### config.mk
export PLATFORM = sky130hd
export DESIGN_NAME = split_predict
export DESIGN_NICKNAME = d
export VERILOG_FILES = /design/src/rtl/split_predict.sv
export SDC_FILE = /design/constraint.sdc
export NUM_CORES = 1
export LEC_CHECK = 0
export CAP_MARGIN = 20
export CELL_PAD_IN_SITES_DETAIL_PLACEMENT = 0
export CELL_PAD_IN_SITES_GLOBAL_PLACEMENT = 1
export CORE_AREA = 8 8 84 86
export DETAILED_ROUTE_END_ITERATION = 10
export DIE_AREA = 0 0 92 94
export MAX_ROUTING_LAYER = met4
export PLACE_DENSITY_LB_ADDON = 0.25
export SYNTH_ARGS = -nofsm -noshare
export SYNTH_HDL_FRONTEND = slang
export SYNTH_SLANG_ARGS = --single-unit
### constraint.sdc
create_clock -name clk -period 5.45 [get_ports clk]
set_clock_uncertainty 0.05 [all_clocks]
set_input_delay 1.09 -clock clk [delete_from_list [all_inputs] [get_ports clk]]
set_output_delay 1.09 -clock clk [all_outputs]
set_load 0.03 [all_outputs]
### src/rtl/split_predict.sv
// split_predict: predict step of the DWT lifting datapath.
// Splits each frame of FRAME_LEN samples into even/odd phases and emits
// d[k] = x[2k+1] - ((x[2k] + x[2k+2]) >> 1) paired with x[2k]. At the frame
// end the missing x[2k+2] is mirrored from x[2k].
module split_predict #(
    parameter int WIDTH     = 8,
    parameter int FRAME_LEN = 64
) (
    input  logic             clk,
    input  logic             rst,
    input  logic [WIDTH-1:0] in_data,
    input  logic             in_valid,
    output logic             in_ready,
    output logic [WIDTH-1:0] detail_cofficient,
    output logic [WIDTH-1:0] even_output,
    output logic             even_valid,
    output logic             detail_valid,
    input  logic             out_ready,
    output logic             frame_done
);

    localparam int PAIRS = FRAME_LEN / 2;
    localparam int KW    = (PAIRS > 1) ? $clog2(PAIRS) : 1;
    localparam logic [KW-1:0] K_LAST = KW'(PAIRS - 1);

    typedef enum logic [1:0] {
        S_EVEN0 = 2'd0,
        S_ODD   = 2'd1,
        S_EVEN  = 2'd2
    } state_t;

    state_t           state_q, state_d;
    logic [WIDTH-1:0] prev_even_q, prev_even_d;
    logic [WIDTH-1:0] cur_odd_q, cur_odd_d;
    logic [KW-1:0]    k_q, k_d;
    logic             valid_q, valid_d;
    logic             done_q, done_d;
    logic [WIDTH-1:0] detail_q, detail_d;
    logic [WIDTH-1:0] even_q, even_d;

    logic             xfer_s;
    logic             emit_s;
    logic             emit_final_s;
    logic [WIDTH-1:0] beat_odd_s;
    logic [WIDTH-1:0] beat_next_s;

    // Predict: odd minus the floor-average of its two even neighbours.
    // The sum keeps its carry bit so the average never overflows; the
    // subtraction wraps modulo 2^WIDTH.
    function automatic logic [WIDTH-1:0] predict(
        input logic [WIDTH-1:0] odd,
        input logic [WIDTH-1:0] even_a,
        input logic [WIDTH-1:0] even_b
    );
        logic [WIDTH:0] sum;
        sum     = {1'b0, even_a} + {1'b0, even_b};
        predict = odd - sum[WIDTH:1];
    endfunction

    // Input stalls only while a produced beat is still waiting downstream.
    assign in_ready = !(valid_q && !out_ready);
    assign xfer_s   = in_valid && in_ready;

    assign detail_cofficient = detail_q;
    assign even_output       = even_q;
    assign detail_valid      = valid_q;
    assign even_valid        = valid_q;
    assign frame_done        = done_q;

    // Phase FSM: track even/odd position and decide when a beat is emitted.
    always_comb begin
        state_d      = state_q;
        prev_even_d  = prev_even_q;
        cur_odd_d    = cur_odd_q;
        k_d          = k_q;
        emit_s       = 1'b0;
        emit_final_s = 1'b0;
        beat_odd_s   = cur_odd_q;
        beat_next_s  = in_data;
        case (state_q)
            S_EVEN0: begin
                if (xfer_s) begin
                    prev_even_d = in_data;
                    state_d     = S_ODD;
                end else begin
                    state_d = S_EVEN0;
                end
            end
            S_ODD: begin
                if (xfer_s) begin
                    cur_odd_d = in_data;
                    if (k_q == K_LAST) begin
                        // Last pair: no x[2k+2] exists, mirror x[2k].
                        emit_s       = 1'b1;
                        emit_final_s = 1'b1;
                        beat_odd_s   = in_data;
                        beat_next_s  = prev_even_q;
                        k_d          = {KW{1'b0}};
                        state_d      = S_EVEN0;
                    end else begin
                        state_d = S_EVEN;
                    end
                end else begin
                    state_d = S_ODD;
                end
            end
            S_EVEN: begin
                if (xfer_s) begin
                    emit_s      = 1'b1;
                    beat_odd_s  = cur_odd_q;
                    beat_next_s = in_data;
                    prev_even_d = in_data;
                    k_d         = k_q + KW'(1);
                    state_d     = S_ODD;
                end else begin
                    state_d = S_EVEN;
                end
            end
            default: begin
                state_d = S_EVEN0;
                k_d     = {KW{1'b0}};
            end
        endcase
    end

    // Output register: load on emit, drop valid/done once consumed, data holds.
    always_comb begin
        valid_d  = valid_q;
        done_d   = done_q;
        detail_d = detail_q;
        even_d   = even_q;
        if (emit_s) begin
            valid_d  = 1'b1;
            done_d   = emit_final_s;
            detail_d = predict(beat_odd_s, prev_even_q, beat_next_s);
            even_d   = prev_even_q;
        end else if (out_ready) begin
            valid_d = 1'b0;
            done_d  = 1'b0;
        end else begin
            valid_d = valid_q;
            done_d  = done_q;
        end
    end

    // State and datapath registers with synchronous reset.
    always_ff @(posedge clk) begin
        if (rst) begin
            state_q     <= S_EVEN0;
            prev_even_q <= {WIDTH{1'b0}};
            cur_odd_q   <= {WIDTH{1'b0}};
            k_q         <= {KW{1'b0}};
            valid_q     <= 1'b0;
            done_q      <= 1'b0;
            detail_q    <= {WIDTH{1'b0}};
            even_q      <= {WIDTH{1'b0}};
        end else begin
            state_q     <= state_d;
            prev_even_q <= prev_even_d;
            cur_odd_q   <= cur_odd_d;
            k_q         <= k_d;
            valid_q     <= valid_d;
            done_q      <= done_d;
            detail_q    <= detail_d;
            even_q      <= even_d;
        end
    end

endmodule

# ---- Word level (Yosys, flattened, before mapping)
# Cells that the tools add are included.
dict set report totals {
  in_bits 12
  elab_cells 51
  register_bits 41
  output_inout_bits 20
}
dict set report op_classes {
  n_mux 23
  n_bitwise 1
  eq_ne 6
  add_sub_neg 3
  n_reduce_logical 10
}
# cell n
set op_table {}
lappend op_table {{8-bit 2-to-1 mux} 6}
lappend op_table {{5-bit 2-to-1 mux} 3}
lappend op_table {{5-bit case mux with 3 select lines} 1}
lappend op_table {{8-bit by 8-bit adder with 9-bit output} 1}
lappend op_table {{1-bit 2-to-1 mux} 8}
lappend op_table {{8-bit subtractor} 1}
lappend op_table {{2-bit 2-to-1 mux} 3}
lappend op_table {{2-bit inequality test, second input constant} 3}
lappend op_table {{2-bit case mux with 3 select lines} 1}
lappend op_table {{5-bit by 1-bit adder with 5-bit output, second input constant} 1}
lappend op_table {{5-bit equality test, second input constant} 1}
lappend op_table {{2-bit AND reduction} 2}
lappend op_table {{4-bit AND reduction} 1}
lappend op_table {{2-bit by 1-bit equality test with 1-bit output, second input constant} 1}
lappend op_table {{2-bit equality test, second input constant} 1}
lappend op_table {{1-bit logical AND} 2}
lappend op_table {{1-bit logical NOT} 2}
lappend op_table {{2-bit logical NOT} 1}
lappend op_table {{1-bit case mux with 2 select lines} 1}
lappend op_table {{2-bit nonzero test} 1}
lappend op_table {{2-bit OR reduction} 1}
lappend op_table {{1-bit NOT} 1}

# ---- Longest topological paths before layout
dict set report depth {
  word_depth 8
  mapped_depth 20
  ltp_nobuf 19
}

# ---- Worst setup path after synthesis
# OpenSTA, ideal clock, no wires.
dict set report synth_timing {
  kind {input -> register}
  startpoint {input out_ready}
  endpoint {register detail_q[7] (netlist: detail_cofficient[7])}
  path_stages 18
  setup_time_ns 0.128
  t_required_ns 5.272
  setup_slack_ns 1.419
  arrival_time_ns 3.853
  path_buffers 1
  path_cell_list {nand2b_4 > buf_6 > nand3_4 > mux2_2 > ha_1 > a21o_1 > a21o_1 > a21oi_1 > o21ai_1 > a21oi_1 > xor2_1 > ha_1 > nand2_1 > nor2_1 > a211oi_1 > a21oi_1 > nand2_1 > o211ai_1}
}
dict set report synth_between {
  elab_chain_len 8
  elab_cells_between_ends 13
  classes_between {2 x add/sub; 7 x mux; 4 x reduce/logical}
}
# element line_no
set synth_rtl {}
lappend synth_rtl {{start, declared} 18} ;# input logic out_ready,
lappend synth_rtl {{1-bit logical NOT *} 61} ;# assign in_ready = !(valid_q && !out_ready);
lappend synth_rtl {{1-bit logical AND *} 61}
lappend synth_rtl {{1-bit logical NOT *} 61}
lappend synth_rtl {{named net in_ready} 13} ;# output logic in_ready,
lappend synth_rtl {{1-bit logical AND *} 62} ;# assign xfer_s = in_valid && in_ready;
lappend synth_rtl {{8-bit 2-to-1 mux} 90} ;# if (xfer_s) begin
lappend synth_rtl {{8-bit 2-to-1 mux} --}
lappend synth_rtl {{8-bit by 8-bit adder with 9-bit output} 56} ;# sum = {1'b0, even_a} + {1'b0, even_b};
lappend synth_rtl {{8-bit subtractor} 57} ;# predict = odd - sum[WIDTH:1];
lappend synth_rtl {{end signal, assigned} 155} ;# detail_q <= {WIDTH{1'b0}};
lappend synth_rtl {{end signal, assigned} 164} ;# detail_q <= detail_d;
lappend synth_rtl {{end, declared} 38} ;# logic [WIDTH-1:0] detail_q, detail_d;
# Mark *: on every way through the listed nets, which the timed path passes. The rest lies on a longest branch.
# A chain may end at the register's enable or synchronous reset.

# ---- Worst setup path in the final report
dict set report layout_timing {
  startpoint {input in_valid}
  endpoint {register detail_q[7] (netlist: detail_cofficient[7])}
}
dict set report layout_between {
  elab_chain_len 5
  elab_cells_between_ends 10
  classes_between {2 x add/sub; 7 x mux; 1 x reduce/logical}
}
# element line_no
set layout_rtl {}
lappend layout_rtl {{start, declared} 12} ;# input logic in_valid,
lappend layout_rtl {{1-bit logical AND *} 62}
lappend layout_rtl {{8-bit 2-to-1 mux} 90}
lappend layout_rtl {{8-bit 2-to-1 mux} --}
lappend layout_rtl {{8-bit by 8-bit adder with 9-bit output} 56}
lappend layout_rtl {{8-bit subtractor} 57}
# Every way passes the cells marked *; elsewhere a longest branch is shown, timed or not.

==> impl_metrics.json <==
{
  "clkPwrFrac_pct": 29.0,
  "die_area_um2": 8650,
  "vias": 2013,
  "pwr-share-comb_pct": 22.8,
  "grt_max_degree": 41,
  "placed_area_um2": 2810,
  "rsz0062_at_grt": "false",
  "grt_util_met3_pct": 2.00,
  "cts_inserted_buffers": 5,
  "clock_path_buffers": 2,
  "cts_max_level": 2,
  "area_delta_synth_final_pct": 16.2,
  "track_usage_pct": 14.0,
  "cp-start-kind": "input port",
  "ys_types": 43,
  "dr.pass1.iters": 4,
  "finalNetCount": 351,
  "cts-resized-gates": 0,
  "period_needed_ps": 4390,
  "crit_buf_inv": 1,
  "boundaryPins": 32,
  "max_stage_delay_ps": 510,
  "drive_gt1_share_pct": 8.54,
  "p_int_w": 0.000466,
  "syn-num-nets": 325,
  "ir_drop_mv": 0.100,
  "start_util_pct": 43.3,
  "p_leak_nw": 1.14,
  "whs_path_depth": 2,
  "antenna_found_initial": 0,
  "worstMarginPinSlew_ps": 663,
  "fp.coreArea_um2": 5750,
  "ys_seq_area_share_pct": 33.0,
  "synth_cells": 289,
  "cts_tree": "yes",
  "yosys_warnings": 0,
  "dpl.hpwl_um": 4060,
  "ff2ff_path_depth": 18,
  "async_flop_share_pct": 0,
  "use_met2_pct": 24.0,
  "worstPathArrival_ps": 4550,
  "drv_slew": 0,
  "syn_area_per_cell_um2": 8.61,
  "slowest_stage": "clkdlybuf4s50_1",
  "switchingPower_w": 0.000187,
  "drc_errors": 0,
  "hold_slack_ps": 404,
  "synth_area_leader_cell": "dfxtp_1",
  "routed_wl_um": 5520,
  "min_from": "even_output[1]",
  "final_util_pct": 50.3,
  "synth_top_area_share_pct": 33.0,
  "ys.flop_type": "dfxtp_1",
  "reg2reg_from": "k_q[0]",
  "cp.required_ps": 5610,
  "via_per_inst": 5.15,
  "max_cap_viol_count": 0,
  "wire_per_inst_um": 14.1,
  "power_w": 0.000653,
  "worstPathCellList": "clkdlybuf4s50_1 -> and2_4 -> nand3_4 -> mux2_2 -> ha_1 -> a21o_1 -> a21o_1 -> a21oi_1 -> o21ai_1 -> a21oi_1 -> xor2_1 -> ha_1 -> nand2_1 -> nor2_1 -> a211oi_1 -> nand4_1 -> o211ai_1",
  "netlist_top_cells_area": "dfxtp_1 (33%), ha_1 (11%), nand2_1 (7.4%)",
  "diodes": 0,
  "reg2reg_setup_slack_ps": 1490,
  "cts.hold.buffers_added": 0,
  "final_area_um2": 2890,
  "synthTopCellsByCount": "nand2_1 (49), dfxtp_1 (41), a21oi_1 (36)",
  "path_clk_slew_ps": 70,
  "outcome": "complete, no violations",
  "met1_usage_pct": 16.3,
  "regToRegEndpoint": "detail_cofficient[7]",
  "final_hold_viol_count": 0,
  "min_to": "even_output[1]",
  "worst-path-stages": 17,
  "fin_crit_sh_pct": 80.5,
  "yosysMostFrequentCell": "nand2_1",
  "clk_latency_ps": 290,
  "power_density_nw_per_um2": 226,
  "drtIter0Drc": 74,
  "postCtsSetupBuffers": 0,
  "critical_path.top_delay_family": "compound AO/OA/AOI/OAI gates",
  "grt_first_pass_wirelength_um": 9630,
  "grt.overflow.total": 0,
  "max-slew-margin-rel_pct": 55.8,
  "ys_ff_latch": 41,
  "pwr-share-seq_pct": 48.2,
  "fmax_mhz": 228,
  "synth_edf_count": 0,
  "swShare_pct": 28.6,
  "io_buffers": 31,
  "final.setup.tns_ps": 0,
  "die_x_um": 92,
  "clock_sinks": 41,
  "hp-class": "reg2reg",
  "ant_nets": 0,
  "gp_congestion": 0.846,
  "grt_pass1_vias": 2010,
  "rows": 28,
  "die_h_um": 94,
  "cts_root_buf": "clkbuf_8",
  "gr-max-usage-layer": "met2",
  "end_kind": "register",
  "critPathMaxFanout": 9,
  "synth_area_um2": 2490,
  "crit_type": "in2reg",
  "setup_viol": 0
}
power by group through the flow:
stage | sequential [W] | clock [W] | combinational (W)
2_1_floorplan | 0.000321 | 0 | 0.000111
3_3_place_gp | 0.000321 | 0 | 0.000149
3_5_place_dp | 0.000322 | 0 | 0.000148
4_1_cts | 0.000315 | 0.000197 | 0.000150
5_1_grt | 0.000316 | 0.000209 | 0.000170
6_report | 0.000314 | 0.000189 | 0.000149
worst min-delay path, cell delays in order (launching register included):
cell and delay (ps):
dfxtp_1 310, nand2_1 50, a21oi_1 50
sequential cells by signal, indices dropped and copies added, names as in the netlist:
register and count:
detail_valid 1, detail_cofficient 8, prev_even_q 8, cur_odd_q 8
frame_done 1, even_output 8, state_q 2, k_q 5
worst max path at each step:
stage,startpoint,to,slack (ps)
after floorplan,out_ready,detail_cofficient[7],1420
after global placement,in_valid,detail_cofficient[7],870
after detailed placement,in_valid,detail_cofficient[7],810
after CTS,in_valid,detail_cofficient[7],1070
after global routing,in_valid,detail_cofficient[7],780
final,in_valid,detail_cofficient[7],1060
per-stage QoR:
stage,setup slack (ps),std cells
after floorplan,1420,289
after global placement,869,383
after detailed placement,814,383
after CTS,1070,391
after global routing,785,391
final,1060,391
kinds of logic (layout without fill, tap and decap cells):
| kind of cell | after synthesis | count (layout) | synth area share, % |
|---|---|---|---|
| AND/OR/NAND/NOR | 101 | 101 | 19.2 |
| multiplexers | 23 | 23 | 9.86 |
| XOR/XNOR | 12 | 12 | 4.23 |
| AO/OA/AOI/OAI | 66 | 66 | 15.9 |
| adder cells (fa/ha/maj) | 24 | 24 | 12.7 |
| flip-flops | 41 | 41 | 33.0 |
| buffers and inverters | 22 | 49 | 5.08 |
layout make-up:
cell class | count | area, um^2
well taps | 75 | 93.8
inverters | 8 | 30.0
fillers | 594 | 2860
clock buffers | 8 | 80.1
multi-input cells | 226 | 1540
repair buffers | 33 | 325
flip-flops and latches | 41 | 821
cell usage in the layout, fill, tap and decap left out, types with 8 or more instances in the layout:
cell	synthesis	routed
mux2i_1	11	11
xnor2_1	8	8
nand2_1	49	49
o21ai_0	9	8
ha_1	22	22
mux2_2	12	12
nor2_1	21	21
clkdlybuf4s50_1	0	31
inv_1	8	8
dfxtp_1	41	41
a21oi_1	36	36
metal layers:
metal / wire length [um] / share of wire, %
met4: 78 / 1.4
met5: 0 / 0
met1: 2610 / 47
met2: 2720 / 49
met3: 108 / 2.0
Note: power is estimated with default switching activity, not from simulation.
